===== src/rtl/dac_output_stage_if.sv =====
// SPI link from the DAC output stage to an external serial DAC.
// Master drives the clock, the chip select and the data; slave observes them.
// All three lines are registered by the master.
interface dac_output_stage_if;
   logic dac_sclk;
   logic dac_cs_n;
   logic dac_mosi;

   modport master (output dac_sclk, dac_cs_n, dac_mosi);
   modport slave  (input  dac_sclk, dac_cs_n, dac_mosi);
endinterface


===== src/rtl/dac_output_stage.sv =====
// Decimates the generator stream, scales/offsets/saturates it, and shifts it to an SPI DAC.
// Latency: tick in cycle 0, cs_n falls in cycle 3, frame plus gap done at cycle 3+33*CLK_DIV.
// Backpressure: a tick arriving while busy is dropped and counted in overrun_cnt (saturating).
module dac_output_stage #(
   parameter int CLK_DIV  = 2,
   parameter int DAC_BITS = 16
) (
   input  logic                clk,
   input  logic                reset,
   input  logic                enable,
   input  logic [15:0]         sample_period,
   input  logic [31:0]         signal,
   input  logic [15:0]         amplitude,
   input  logic [15:0]         offset,
   output logic                sample_strobe,
   output logic                busy,
   output logic [15:0]         overrun_cnt,
   dac_output_stage_if.master  dac
);

   typedef enum logic [1:0] {IDLE, SHIFT, GAP} state_t;

   localparam logic [7:0] DIV_LAST = 8'(CLK_DIV - 1);

   state_t              state_q, state_d;
   logic [15:0]         cnt;
   logic [15:0]         period_last;
   logic                tick;
   logic                v1, v2;
   logic [15:0]         s16;
   logic [15:0]         scaled;
   logic [31:0]         prod;
   logic [16:0]         sum;
   logic [DAC_BITS-1:0] word;
   logic [7:0]          div_q, div_d;
   logic [3:0]          bit_q, bit_d;
   logic [DAC_BITS-1:0] sh_q, sh_d;
   logic                sclk_q, sclk_d;
   logic                cs_n_q, cs_n_d;
   logic                mosi_q, mosi_d;
   logic                unused_low_bits;

   // Only the upper half of the generator word reaches the DAC.
   assign unused_low_bits = ^signal[15:0];

   // A period of 0 behaves like 1: tick every enabled cycle.
   assign period_last   = (sample_period == 16'd0) ? 16'd0 : sample_period - 16'd1;
   assign tick          = enable && (cnt == period_last);
   assign busy          = v1 | v2 | (state_q != IDLE);
   assign sample_strobe = tick & ~busy;

   assign prod = 32'(s16) * 32'(amplitude);
   assign sum  = {1'b0, scaled} + {1'b0, offset};
   assign word = sum[16] ? {DAC_BITS{1'b1}} : sum[DAC_BITS-1:0];

   assign dac.dac_sclk = sclk_q;
   assign dac.dac_cs_n = cs_n_q;
   assign dac.dac_mosi = mosi_q;

   // Sample-rate counter; held at zero while disabled, wraps through 0xFFFF if overtaken.
   always_ff @(posedge clk or negedge reset) begin
      if (!reset)       cnt <= 16'd0;
      else if (!enable) cnt <= 16'd0;
      else if (tick)    cnt <= 16'd0;
      else              cnt <= cnt + 16'd1;
   end

   // Count ticks that arrive while the pipeline or SPI frame is still occupied.
   always_ff @(posedge clk or negedge reset) begin
      if (!reset)
         overrun_cnt <= 16'd0;
      else if (tick && busy && (overrun_cnt != 16'hFFFF))
         overrun_cnt <= overrun_cnt + 16'd1;
   end

   // Two-stage arithmetic pipeline: capture, then scale; offset/saturate feeds the shifter.
   always_ff @(posedge clk or negedge reset) begin
      if (!reset) begin
         v1     <= 1'b0;
         v2     <= 1'b0;
         s16    <= 16'd0;
         scaled <= 16'd0;
      end else begin
         v1 <= sample_strobe;
         v2 <= v1;
         if (sample_strobe) s16    <= signal[31:16];
         if (v1)            scaled <= prod[31:16];
      end
   end

   // SPI state and registered pin values.
   always_ff @(posedge clk or negedge reset) begin
      if (!reset) begin
         state_q <= IDLE;
         div_q   <= 8'd0;
         bit_q   <= 4'd0;
         sh_q    <= '0;
         sclk_q  <= 1'b0;
         cs_n_q  <= 1'b1;
         mosi_q  <= 1'b0;
      end else begin
         state_q <= state_d;
         div_q   <= div_d;
         bit_q   <= bit_d;
         sh_q    <= sh_d;
         sclk_q  <= sclk_d;
         cs_n_q  <= cs_n_d;
         mosi_q  <= mosi_d;
      end
   end

   // Next-state and next-pin logic: each bit is CLK_DIV cycles low then CLK_DIV high.
   always_comb begin
      state_d = state_q;
      div_d   = div_q;
      bit_d   = bit_q;
      sh_d    = sh_q;
      sclk_d  = sclk_q;
      cs_n_d  = cs_n_q;
      mosi_d  = mosi_q;
      case (state_q)
         IDLE: begin
            if (v2) begin
               state_d = SHIFT;
               sh_d    = word;
               bit_d   = 4'd15;
               div_d   = 8'd0;
               sclk_d  = 1'b0;
               cs_n_d  = 1'b0;
               mosi_d  = word[DAC_BITS-1];
            end
         end
         SHIFT: begin
            if (div_q == DIV_LAST) begin
               div_d = 8'd0;
               if (!sclk_q) begin
                  sclk_d = 1'b1;
               end else if (bit_q == 4'd0) begin
                  state_d = GAP;
                  sclk_d  = 1'b0;
                  cs_n_d  = 1'b1;
                  mosi_d  = 1'b0;
               end else begin
                  bit_d  = bit_q - 4'd1;
                  sh_d   = {sh_q[DAC_BITS-2:0], 1'b0};
                  sclk_d = 1'b0;
                  mosi_d = sh_q[DAC_BITS-2];
               end
            end else begin
               div_d = div_q + 8'd1;
            end
         end
         GAP: begin
            if (div_q == DIV_LAST) begin
               div_d   = 8'd0;
               state_d = IDLE;
            end else begin
               div_d = div_q + 8'd1;
            end
         end
         default: state_d = IDLE;
      endcase
   end

endmodule

===== src/flat_wrapper.sv =====
// flat-port wrapper written by rule: the top's interface ports become plain ports
module dac_output_stage_flat 
#(
   parameter int CLK_DIV  = 2,
   parameter int DAC_BITS = 16
)
  (clk, reset, enable, sample_period, signal, amplitude, offset, sample_strobe, busy, overrun_cnt, dac_dac_sclk, dac_dac_cs_n, dac_dac_mosi);
  dac_output_stage_if dac_i ();
  input  logic clk;
  input  logic reset;
  input  logic enable;
  input  logic [15:0] sample_period;
  input  logic [31:0] signal;
  input  logic [15:0] amplitude;
  input  logic [15:0] offset;
  output logic sample_strobe;
  output logic busy;
  output logic [15:0] overrun_cnt;
  output wire logic [$bits(dac_i.dac_sclk)-1:0] dac_dac_sclk;
  output wire logic [$bits(dac_i.dac_cs_n)-1:0] dac_dac_cs_n;
  output wire logic [$bits(dac_i.dac_mosi)-1:0] dac_dac_mosi;
  assign dac_dac_sclk = dac_i.dac_sclk;
  assign dac_dac_cs_n = dac_i.dac_cs_n;
  assign dac_dac_mosi = dac_i.dac_mosi;
  dac_output_stage #(.CLK_DIV(CLK_DIV), .DAC_BITS(DAC_BITS)) u_core (.clk(clk), .reset(reset), .enable(enable), .sample_period(sample_period), .signal(signal), .amplitude(amplitude), .offset(offset), .sample_strobe(sample_strobe), .busy(busy), .overrun_cnt(overrun_cnt), .dac(dac_i));
endmodule

===== config.mk =====
export PLATFORM = sky130hd
export DESIGN_NAME = dac_output_stage_flat
export DESIGN_NICKNAME = d
export VERILOG_FILES = /design/src/rtl/dac_output_stage_if.sv /design/src/rtl/dac_output_stage.sv /design/src/flat_wrapper.sv
export SDC_FILE = /design/constraint.sdc
export NUM_CORES = 1
export LEC_CHECK = 0
export CELL_PAD_IN_SITES_DETAIL_PLACEMENT = 1
export CELL_PAD_IN_SITES_GLOBAL_PLACEMENT = 2
export CORE_MARGIN = 1
export CORE_UTILIZATION = 35
export DETAILED_ROUTE_END_ITERATION = 8
export PLACE_DENSITY = 0.78
export RECOVER_POWER = 25
export SLEW_MARGIN = 0
export SYNTH_ARGS = -nofsm -noshare
export SYNTH_HDL_FRONTEND = slang
export SYNTH_SLANG_ARGS = --single-unit

===== constraint.sdc =====
create_clock -name clk -period 6.3 [get_ports clk]
set_input_delay 1.26 -clock clk [delete_from_list [all_inputs] [get_ports clk]]
set_output_delay 1.26 -clock clk [all_outputs]
set_load 0.005 [all_outputs]

==> results.py <==
metrics = {
    "yosys": {
        "netlist_area_mm2": 0.0141,
        "synth_top_cell_by_area": "fa_1",
        "mappedNetlistNets": 1961,
        "synth_async_sr_flop_share_pct": 100,
        "synth.ff_latch_count": 98,
        "synth.lib_cells_used.distinct": 76,
        "postSynthCellCount": 1558,
        "synthTopCellsByArea": "fa_1 (28%), dfrtp_1 (17%), ha_1 (11%)",
        "synth_warn": 0,
        "synth_edf_count": 0,
        "ys_seq_area_share_pct": 17.4,
        "synth_top_area_share_pct": 27.6,
        "post_synth.cell_area_avg_um2": 9.04,
        "ys_dominant_reg_cell": "dfrtp_1",
    },
    "clock_tree": {
        "cts.sink_count": 98,
        "clkTransAtPathRegs_ns": 0.08,
        "cts_made_buffers": 9,
        "worstSkewPairLatency_ns": 0.37,
        "cts-hold-fix-buffers": 0,
        "htree_num_levels": 3,
        "ctsLongestPathBuffers": 2,
        "tritoncts": "yes",
        "buffer_cell_driving_the_clock_tree_root": "clkbuf_16",
    },
    "power_and_ir_drop": {
        "power_per_cell_area_mw_per_mm2": 82.6,
        "worst_ir_drop_vdd_mv": 0.101,
        "p_leak_nw": 8.30,
    },
    "sta": {
        "tightestPinTransition_ns": 2.30,
        "worst_clock_skew_ns": 0.0148,
        "setup_tns_ns": -1.21,
        "setup_repair_after_global_routing_missed_its_margin": "yes",
        "report.final.hold_viol_count": 0,
        "final_period_minus_worst_setup_slack_ns": 6.46,
        "worst_slack_ns": -0.156,
        "setup_viol_count_final": 13,
        "slew_violations": 40,
        "timing.final.crit_share_pct": 102,
        "achievable-frequency_mhz": 155,
        "slew-limit-headroom_pct": -53.2,
    },
    "grt": {
        "globalRoute.totalOverflow": 0,
        "groute.usage.overall_pct": 20.0,
        "grt_max_degree": 61,
        "wire_length_of_the_first_global_routing_pass_mm": 65.6,
        "antenna_found_initial": 1,
        "number_of_global_route_vias_before_repair": 12793,
    },
    "final_layout": {
        "final_common_cell": "inv_1",
        "diodes": 0,
        "final_cells": 2265,
        "final_design_area_no_fill_mm2": 0.0172,
        "leading_cell_types_in_the_layout_fill_and_taps_excluded": "inv_1 (249), fa_1 (180), nand2_1 (173)",
        "syn2layout_area_growth_pct": 22.4,
        "finalCoreUtilization_pct": 43.4,
        "finalNetCount": 2138,
        "final_layout_size_suffix_gt1_share_pct": 16.1,
    },
    "floorplan": {
        "design.portCount": 104,
        "start_util_pct": 35.4,
        "fp-row-count": 73,
        "fp.dieArea_mm2": 0.0410,
        "die_width_um": 203,
        "core-area_mm2": 0.0397,
        "die-height_um": 203,
    },
    "route": {
        "postRouteWirelength_mm": 39.0,
        "drc": 0,
        "average_vias_per_placed_instance": 5.07,
        "antenna_left": 0,
        "route.vias.total": 11474,
        "drtPass1Iterations": 4,
        "drt-wirelength-per-cell_um": 17.2,
        "detailedRoute.firstIterationViolations": 368,
    },
    "outcome": {
        "failed_checks": "max-capacitance violations, max-slew violations, negative setup slack",
        "run_status": "finished with violations",
    },
    "critical_path": {
        "worst_setup_path_end_kind": "flop",
        "path_class": "input pin to flop",
        "required_ns": 6.56,
        "slowest_cell_on_crit_path": "fa_1",
        "arrival_ns": 6.72,
        "timing.critical_path.from_type": "input pin",
        "cp_slowest_stage_delay_ns": 0.55,
        "cp_max_fo": 7,
        "crit_chain": "buf_6 > buf_6 > buf_6 > and2_4 > fa_1 > inv_1 > fa_2 > inv_2 > fa_1 > fa_2 > fa_1 > inv_1 > fa_1 > inv_2 > ha_4 > a211oi_4 > nand2_4 > a211oi_4 > o21ai_4 > a31oi_4 > buf_6 > xnor2_2 > mux2_4",
        "critPathTopFamily": "adder cells",
        "critical_path_buf_inv_count": 8,
    },
    "placement": {
        "io_buffer_count": 87,
        "place.detailed.hpwl_mm": 31.5,
        "gpl.final_weighted_congestion": 0.821,
        "worst_slack_placed_ns": -1.04,
        "placed_cell_area_mm2": 0.0163,
        "dp_cells": 2218,
    },
    "hold_path": {
        "timing.hold.worst.class": "flop to flop",
    },
    "run": {
        "timing.max_cap.violations": 1,
    },
}
synthesized netlist by cell type (8+ instances only):
cell type	count
fa_1	194
nor2_1	62
nand3_1	31
o21ai_0	61
nor3_1	32
nand2_1	180
a21o_1	13
nor4_1	8
o31ai_1	11
mux2_4	10
dfrtp_1	97
mux2_2	16
and2_1	132
nor2b_1	8
nand4_1	17
ha_1	126
and3_1	14
xnor2_1	46
a21oi_1	40
a211oi_1	18
inv_1	263
nand2b_1	8
xor2_1	13
or3_1	9
clkbuf_1	47
registers in the layout, summed over array words and instances (netlist names):
register	flops
u_core.cnt	16
u_core.overrun_cnt	16
u_core.s16	16
u_core.scaled	16
u_core.sh_q	15
u_core.div_q	8
u_core.bit_q	4
u_core.state_q	2
u_core.dac.dac_cs_n	1
u_core.dac.dac_mosi	1
u_core.dac.dac_sclk	1
u_core.v1	1
u_core.v2	1
worst paths after layout:
check | slack (ns) | end | from | depth (start not counted)
worst min register to register | 0.48 | u_core.sh_q[0] | u_core.sh_q[0] | 2
max in group asynchronous | 2.89 | u_core.overrun_cnt[10] | reset | 2
worst min-delay path | 0.48 | u_core.sh_q[0] | u_core.sh_q[0] | 2
worst max-delay path | -0.16 | u_core.scaled[10] | amplitude[6] | 23
min in group asynchronous | 1.56 | u_core.overrun_cnt[9] | reset | 1
worst max register to register | 0.12 | u_core.scaled[14] | u_core.s16[5] | 24
timing repair:
action	4_1_cts	5_1_grt
resized for setup	124	38
pin swaps	73	48
setup endpoints to repair	16	17
setup buffers	27	6
endpoints found under the hold margin	0	0
stage by stage:
step	hold WS (ns)	power, mW
after floorplan	0.443	0.735
after global placement	0.459	0.855
after detailed placement	0.466	0.859
after CTS	0.485	1.45
after global routing	0.513	1.49
final	0.485	1.42
logic make-up after synthesis:
kind of cell | after synthesis | share of synthesized area, %
flip-flops | 98 | 17.4
buffers and inverters | 317 | 8.57
AND/OR/NAND/NOR | 531 | 19.5
multiplexers | 30 | 2.63
AO/OA/AOI/OAI | 202 | 9.32
XOR/XNOR | 60 | 3.83
adder cells (fa/ha/maj) | 320 | 38.8
worst reg2reg max path, cell delays in order (launching register included):
cell and delay [ns]:
dfrtp_1 0.58, buf_4 0.28, and2_1 0.16, fa_1 0.53
inv_1 0.05, fa_1 0.55, inv_1 0.07, fa_1 0.57
fa_1 0.45, fa_1 0.50, inv_1 0.05, fa_1 0.52
inv_2 0.05, ha_4 0.26, nand2_2 0.06, nand2_4 0.10
a21oi_4 0.04, a21oi_2 0.15, nand3_2 0.12, o21ai_4 0.22
a31oi_4 0.17, buf_4 0.18, buf_6 0.11, o2111ai_2 0.17
o221ai_2 0.12
report_power, final:
group | switching, mW | internal [mW] | total [mW]
clock | 0.286 | 0.278 | 0.563
sequential | 0.00683 | 0.635 | 0.642
combinational | 0.115 | 0.103 | 0.218
per-layer routing:
layer	share of wire (%)	global-route usage, %	wire (um)	vias up
met3	2.0	2.23	779	36
met2	53	37.1	20700	107
met5	0.028	0	11	-
met1	43	24.8	16900	5953
met4	1.4	3.92	551	2
li1	-	-	-	5376
layout make-up:
type | count | area (um2)
fillers | 4586 | 22500
multi-input cells | 1143 | 10800
flip-flops and latches | 98 | 2450
repair buffers | 219 | 2020
inverters | 264 | 991
well taps | 525 | 657
clock buffers | 10 | 229
clock inverters | 6 | 61.3
No activity file was read; power rests on OpenSTA's default activity.
